File: config.mk
export PLATFORM = sky130hd
export DESIGN_NAME = hash_msg_feeder
export DESIGN_NICKNAME = d
export VERILOG_FILES = /design/src/rtl/hash_pkg.sv /design/src/rtl/hash_byte_fifo.sv /design/src/rtl/hash_msg_feeder.sv
export SDC_FILE = /design/constraint.sdc
export NUM_CORES = 1
export LEC_CHECK = 0
export BUFFER_PORTS_ARGS = -buffer_cell sky130_fd_sc_hd__clkbuf_2
export CAP_MARGIN = 20
export CORE_UTILIZATION = 35
export CTS_CLUSTER_DIAMETER = 30
export CTS_CLUSTER_SIZE = 28
export DETAILED_ROUTE_END_ITERATION = 10
export SLEW_MARGIN = 20
export SYNTH_ARGS = -nofsm -noshare
export SYNTH_HDL_FRONTEND = slang
export SYNTH_SLANG_ARGS = --single-unit
File: constraint.sdc
create_clock -name clk -period 3.2 [get_ports clk]
set_input_delay 0.16 -clock clk [delete_from_list [all_inputs] [get_ports clk]]
set_output_delay 0.16 -clock clk [all_outputs]
set_load 0.05 [all_outputs]
File: src/rtl/hash_pkg.sv
// Shared types and widths for the hash message feeder slice.
package hash_pkg;

    localparam int unsigned LEN_W  = 64;
    localparam int unsigned DIG_W  = 32;
    localparam int unsigned BYTE_W = 8;

    typedef enum logic [1:0] {
        IDLE,
        FEED,
        WAIT_HASH,
        DONE
    } state_t;

endpackage

File: src/rtl/hash_byte_fifo.sv
// Small byte FIFO: synchronous write, registered read, wrap-bit pointers.
module hash_byte_fifo #(
    parameter int unsigned DEPTH = 4,
    parameter int unsigned W     = 8
) (
    input  logic         clk,
    input  logic         rst_n,
    input  logic         push,
    input  logic         pop,
    input  logic [W-1:0] din,
    output logic [W-1:0] dout,
    output logic         full,
    output logic         empty
);

    localparam int unsigned AW = (DEPTH > 1) ? $clog2(DEPTH) : 1;

    logic [W-1:0] mem [DEPTH];
    logic [AW:0]  wr_ptr;
    logic [AW:0]  rd_ptr;

    // Pointer MSB distinguishes full from empty when the index bits match.
    assign empty = (wr_ptr == rd_ptr);
    assign full  = (wr_ptr[AW] != rd_ptr[AW]) && (wr_ptr[AW-1:0] == rd_ptr[AW-1:0]);

    // Storage array, no reset needed on data.
    always_ff @(posedge clk) begin
        if (push && !full) begin
            mem[wr_ptr[AW-1:0]] <= din;
        end
    end

    // Pointers and registered read data.
    always_ff @(posedge clk or negedge rst_n) begin
        if (!rst_n) begin
            wr_ptr <= '0;
            rd_ptr <= '0;
            dout   <= '0;
        end else begin
            if (push && !full) begin
                wr_ptr <= wr_ptr + (AW+1)'(1);
            end
            if (pop && !empty) begin
                dout   <= mem[rd_ptr[AW-1:0]];
                rd_ptr <= rd_ptr + (AW+1)'(1);
            end
        end
    end

endmodule

File: src/rtl/hash_msg_feeder.sv
// Feeds a length-prefixed byte stream into the hash core and returns its digest.
module hash_msg_feeder
    import hash_pkg::*;
#(
    parameter int unsigned DEPTH   = 4,
    parameter int unsigned TIMEOUT = 1024
) (
    input  logic              clk,
    input  logic              rst_n,
    input  logic              start,
    input  logic [LEN_W-1:0]  msg_len,
    output logic              busy,
    input  logic [BYTE_W-1:0] in_data,
    input  logic              in_valid,
    output logic              in_ready,
    output logic [BYTE_W-1:0] message,
    output logic              M_valid,
    output logic [LEN_W-1:0]  counter,
    input  logic              hash_ready,
    input  logic [DIG_W-1:0]  digest_in,
    output logic [DIG_W-1:0]  dig_out,
    output logic              dig_valid,
    input  logic              dig_ready,
    output logic              err
);

    localparam int unsigned TMR_W = $clog2(TIMEOUT) + 1;

    state_t             state;
    logic [LEN_W-1:0]   acc_cnt;
    logic [LEN_W-1:0]   fed_cnt;
    logic [TMR_W-1:0]   timer;
    logic               fifo_full;
    logic               fifo_empty;
    logic               push;
    logic               pop;

    // Accept only while room remains both in the FIFO and in the message.
    assign in_ready = (state == FEED) && !fifo_full && (acc_cnt < counter);
    assign push     = in_valid && in_ready;
    // Drain one byte per cycle whenever something is buffered.
    assign pop      = (state == FEED) && !fifo_empty && (fed_cnt < counter);

    hash_byte_fifo #(
        .DEPTH (DEPTH),
        .W     (BYTE_W)
    ) u_fifo (
        .clk   (clk),
        .rst_n (rst_n),
        .push  (push),
        .pop   (pop),
        .din   (in_data),
        .dout  (message),
        .full  (fifo_full),
        .empty (fifo_empty)
    );

    // Control FSM with counters, timeout and registered outputs.
    always_ff @(posedge clk or negedge rst_n) begin
        if (!rst_n) begin
            state     <= IDLE;
            acc_cnt   <= '0;
            fed_cnt   <= '0;
            timer     <= '0;
            counter   <= '0;
            busy      <= 1'b0;
            M_valid   <= 1'b0;
            dig_out   <= '0;
            dig_valid <= 1'b0;
            err       <= 1'b0;
        end else begin
            err     <= 1'b0;
            M_valid <= 1'b0;
            case (state)
                IDLE: begin
                    if (start) begin
                        if (msg_len == '0) begin
                            err <= 1'b1;
                        end else begin
                            counter <= msg_len;
                            acc_cnt <= '0;
                            fed_cnt <= '0;
                            busy    <= 1'b1;
                            state   <= FEED;
                        end
                    end
                end
                FEED: begin
                    if (push) begin
                        acc_cnt <= acc_cnt + LEN_W'(1);
                    end
                    if (pop) begin
                        M_valid <= 1'b1;
                        fed_cnt <= fed_cnt + LEN_W'(1);
                    end
                    if (fed_cnt == counter) begin
                        timer <= '0;
                        state <= WAIT_HASH;
                    end
                end
                WAIT_HASH: begin
                    timer <= timer + TMR_W'(1);
                    // Completion takes priority over an expiring timer.
                    if (hash_ready) begin
                        dig_out   <= digest_in;
                        dig_valid <= 1'b1;
                        state     <= DONE;
                    end else if (timer == TMR_W'(TIMEOUT - 1)) begin
                        err     <= 1'b1;
                        busy    <= 1'b0;
                        counter <= '0;
                        state   <= IDLE;
                    end
                end
                DONE: begin
                    if (dig_ready) begin
                        dig_valid <= 1'b0;
                        busy      <= 1'b0;
                        counter   <= '0;
                        state     <= IDLE;
                    end
                end
                default: begin
                    state <= IDLE;
                end
            endcase
        end
    end

endmodule

==> metrics.txt <==
number of buffers inserted during clock tree synthesis=82; worst-skew pair later-pin latency=0.61 ns; leading post-synthesis cells by cell area=sky130_fd_sc_hd__dfrtp_1 (40%), sky130_fd_sc_hd__ha_1 (10%), sky130_fd_sc_hd__edfxtp_1 (6.0%); PnR worst setup slack=-0.108 ns; DRC viols=0; remaining number of nets flagged by the antenna check after routing=0; Seq. cell area=7360 um^2; full die area=46,800 um^2; cell taking the most area after synthesis=sky130_fd_sc_hd__dfrtp_1; setup repair after global routing missed its margin=true; register area share after synthesis=0.456; share of layout cells above drive strength 1=0.370; part of the total power dissipated in combinational logic=0.410; WL/cell=19.3 um; fraction of power consumed by the clock network=0.373; num ports=219; register clock-pin slew on the reported worst setup and hold paths=0.04 ns; violations in the final reports=setup timing; share of the synthesized area in the top cell type=0.397; part of the total power dissipated in sequential elements=0.217; fill cell count=3,859; commonest register cell after synthesis=sky130_fd_sc_hd__dfrtp_1; startpoint-to-endpoint class of the critical path=flip-flop to flip-flop; Sw Pwr=8.62 mW; capture instance of the worst register-to-register path=counter[62]; worst-path fanout max=33; path depth of the worst reg2reg path=13; global router's overall resource usage=0.241; Critical Path AT=3.79 ns; First-pass DRT Iterations=5; detail-routed via count per cell=5.42; most frequently used cell type in the post-synthesis netlist=sky130_fd_sc_hd__dfrtp_1; most instantiated cells after synthesis=sky130_fd_sc_hd__dfrtp_1 (255), sky130_fd_sc_hd__a21oi_1 (142), sky130_fd_sc_hd__ha_1 (135), sky130_fd_sc_hd__nand2_1 (132), sky130_fd_sc_hd__o21ai_0 (107); shortest clock period the worst path allows after layout=3.31 ns; global-route wire length before repair=88.4 mm; max-cap check violation count=0; aggregate global routing overflow=0; number of instances in the synthesized netlist=1,611; startpoint of the lowest-slack register-to-register path=counter[49]; worst clock skew=0.0385 ns; number of distinct library cell variants in the gate-level netlist after synthesis=71; buffer type at the clock tree root=sky130_fd_sc_hd__clkbuf_16; worst ir drop on vdd=0.000835 V; cell count after placement=2,640; final weighted congestion in routability-driven placement=0.887; Routed WL=56.7 mm; H-tree levels=3; average footprint of a synthesized cell=9.99 um^2; vertical die dimension=216 um; switching share of power=0.384; number of violations reported at the end of detailed-routing iteration 0=1,195; starting density of the core=0.355; total standard cell area after synthesis=16,100 um^2; async set-reset flop share out of synthesis=0.889; kind of start point of the critical path=flip-flop; Final Hold Violating Endpoints=0; TritonCTS clock tree=built; register-to-register setup slack=-0.11 ns; minimum hold slack=0.190 ns; die width=216 um; run status=finished, violations left; count of warnings emitted by yosys=0; power per unit of standard cell area=900 nW/um^2; final setup violation count=66; Final Slew Violations=0; number of enable flip-flop cells after synthesis=32; post-detailed-placement half-perimeter wirelength=39.3 mm; internal power=13.8 mW; maximum clock rate=302 MHz; largest net degree at the start of global routing=121; CTS Buffer Depth=3; post-placement setup slack=-0.518 ns; area used by multi-input combinational logic=8720 um^2; vias after detailed routing=15,900; layout net count=2,513; signed area change from the synthesized netlist to the final layout=55.0%; initial antenna violation count=0; Critical Path Sink Type=flip-flop; cell area after layout=24,900 um^2; post-synthesis register bit count=287; Cell Count, Final, Fillers Out=2,935; CTS sink count=287; net count of the mapped netlist=1,856; critical path data required time=3.68 ns; period utilization=1.03; PnR Total Power=22.4 mW; vias in the first global route=16,100; placeable core region=45,400 um^2; worst hold path type=primary input to async pin; normalized max-slew margin=0.479; transition at the pin with the smallest max-transition slack=0.775 ns; number of core rows=78; reported leakage power=11.6 nW; quantity of I/O buffers inserted on ports=218; placed standard-cell area=19,900 um^2
## cells in the final DEF (no fill, tap or decap), types with 19 or more instances in the layout
cell	synthesis	routed
sky130_fd_sc_hd__clkbuf_2	2	216
sky130_fd_sc_hd__a21oi_2	2	27
sky130_fd_sc_hd__buf_4	1	274
sky130_fd_sc_hd__nand2_1	132	131
sky130_fd_sc_hd__ha_1	135	116
sky130_fd_sc_hd__dfrtp_1	255	237
sky130_fd_sc_hd__dlygate4sd3_1	0	110
sky130_fd_sc_hd__and3_1	33	31
sky130_fd_sc_hd__nand3_1	83	81
sky130_fd_sc_hd__edfxtp_1	32	32
sky130_fd_sc_hd__or3_1	67	60
sky130_fd_sc_hd__o21ai_0	107	98
sky130_fd_sc_hd__nor4_1	34	29
sky130_fd_sc_hd__a22o_1	65	63
sky130_fd_sc_hd__clkbuf_16	0	84
sky130_fd_sc_hd__clkbuf_8	1	21
sky130_fd_sc_hd__nand4_1	56	56
sky130_fd_sc_hd__nor3_1	23	22
sky130_fd_sc_hd__nor2_1	55	55
sky130_fd_sc_hd__a21oi_1	142	116
sky130_fd_sc_hd__inv_1	105	84
sky130_fd_sc_hd__ha_4	0	19
sky130_fd_sc_hd__inv_2	0	21
sky130_fd_sc_hd__a21o_1	20	20
sky130_fd_sc_hd__mux2_2	40	40
## how the worst max path moves through the flow
| stage | start | end | slack, ns | cells past startpoint |
|---|---|---|---|---|
| detailed placement | counter[63] | counter[32] | -0.52 | 12 |
| global placement | counter[15] | acc_cnt[25] | -0.52 | 12 |
| floorplan | counter[56] | acc_cnt[34] | -0.04 | 13 |
| CTS | counter[59] | in_ready | -0.06 | 11 |
| finish | counter[49] | counter[62] | -0.11 | 13 |
| global route | counter[49] | counter[62] | -0.20 | 13 |
## registers in the layout, summed over array words and instances, names as in the netlist
register	cells
acc_cnt	64
counter	64
fed_cnt	64
dig_out	32
u_fifo.mem	32
timer	11
u_fifo.dout	8
u_fifo.rd_ptr	3
u_fifo.wr_ptr	3
state	2
M_valid	1
busy	1
dig_valid	1
err	1
## through the flow
stage,util,TNS (ns)
after global routing,0.550,-10.70
after global placement,0.439,-50.71
after floorplan,-,-0.284
final,0.550,-3.99
after CTS,0.541,-0.648
after detailed placement,0.439,-50.64
## worst max-delay path: stages, from the launching register on
cell                       delay, ns
sky130_fd_sc_hd__dfrtp_1        0.38
sky130_fd_sc_hd__inv_2          0.06
sky130_fd_sc_hd__buf_4          0.15
sky130_fd_sc_hd__ha_4           0.26
sky130_fd_sc_hd__nand4_1        0.19
sky130_fd_sc_hd__nor4_4         0.38
sky130_fd_sc_hd__nand3_2        0.20
sky130_fd_sc_hd__nor4_4         0.39
sky130_fd_sc_hd__nor2_1         0.07
sky130_fd_sc_hd__or3_1          0.32
sky130_fd_sc_hd__nand3b_1       0.19
sky130_fd_sc_hd__buf_8          0.18
sky130_fd_sc_hd__buf_12         0.17
sky130_fd_sc_hd__a22o_1         0.22
## cells by family after synthesis
| kind of cell | after synthesis | share of synthesized area |
|---|---|---|
| and+or+nand+nor | 541 | 0.181 |
| AOI/OAI and AO/OA | 404 | 0.160 |
| DFF | 287 | 0.456 |
| buffers and inverters | 169 | 0.0422 |
| adders and majority gates | 135 | 0.105 |
| muxes | 64 | 0.0491 |
| xor gates and xnor gates | 11 | 0.00645 |
## final cells by class
class,instances,area share
Clock buffer,113,0.0954
Sequential cell,287,0.295
Multi-Input combinational cell,1155,0.349
Tap cell,600,0.0301
Antenna cell,1,0.000100
Inverter,106,0.0160
Clock inverter,37,0.0206
Timing Repair Buffer,636,0.193
## what timing repair did
item / in CTS / in global routing
hold buffers: 110 / 0
setup endpoints to repair: 215 / 210
setup buffers: 22 / 8
hold endpoints to repair: 211 / 0
gates cloned: 4 / 2
gates resized for setup: 85 / 72
pin swaps: 33 / 20
## layer usage
metal	routed length [um]	vias up	track usage
li1	-	7393	-
met1	24300	7766	0.312
met2	27300	624	0.401
met3	3470	116	0.0445
met4	1650	0	0.0866
met5	0	-	0
## power groups by stage
stage / combinational [mW] / clock, mW / sequential [mW]
floorplan: 2.96 / 0 / 6.77
global placement: 7.98 / 0 / 4.85
detailed placement: 8.04 / 0 / 4.89
CTS: 8.80 / 8.47 / 4.86
global route: 9.75 / 8.69 / 4.94
finish: 9.21 / 8.37 / 4.87
Note: power is estimated with default switching activity, not from simulation.
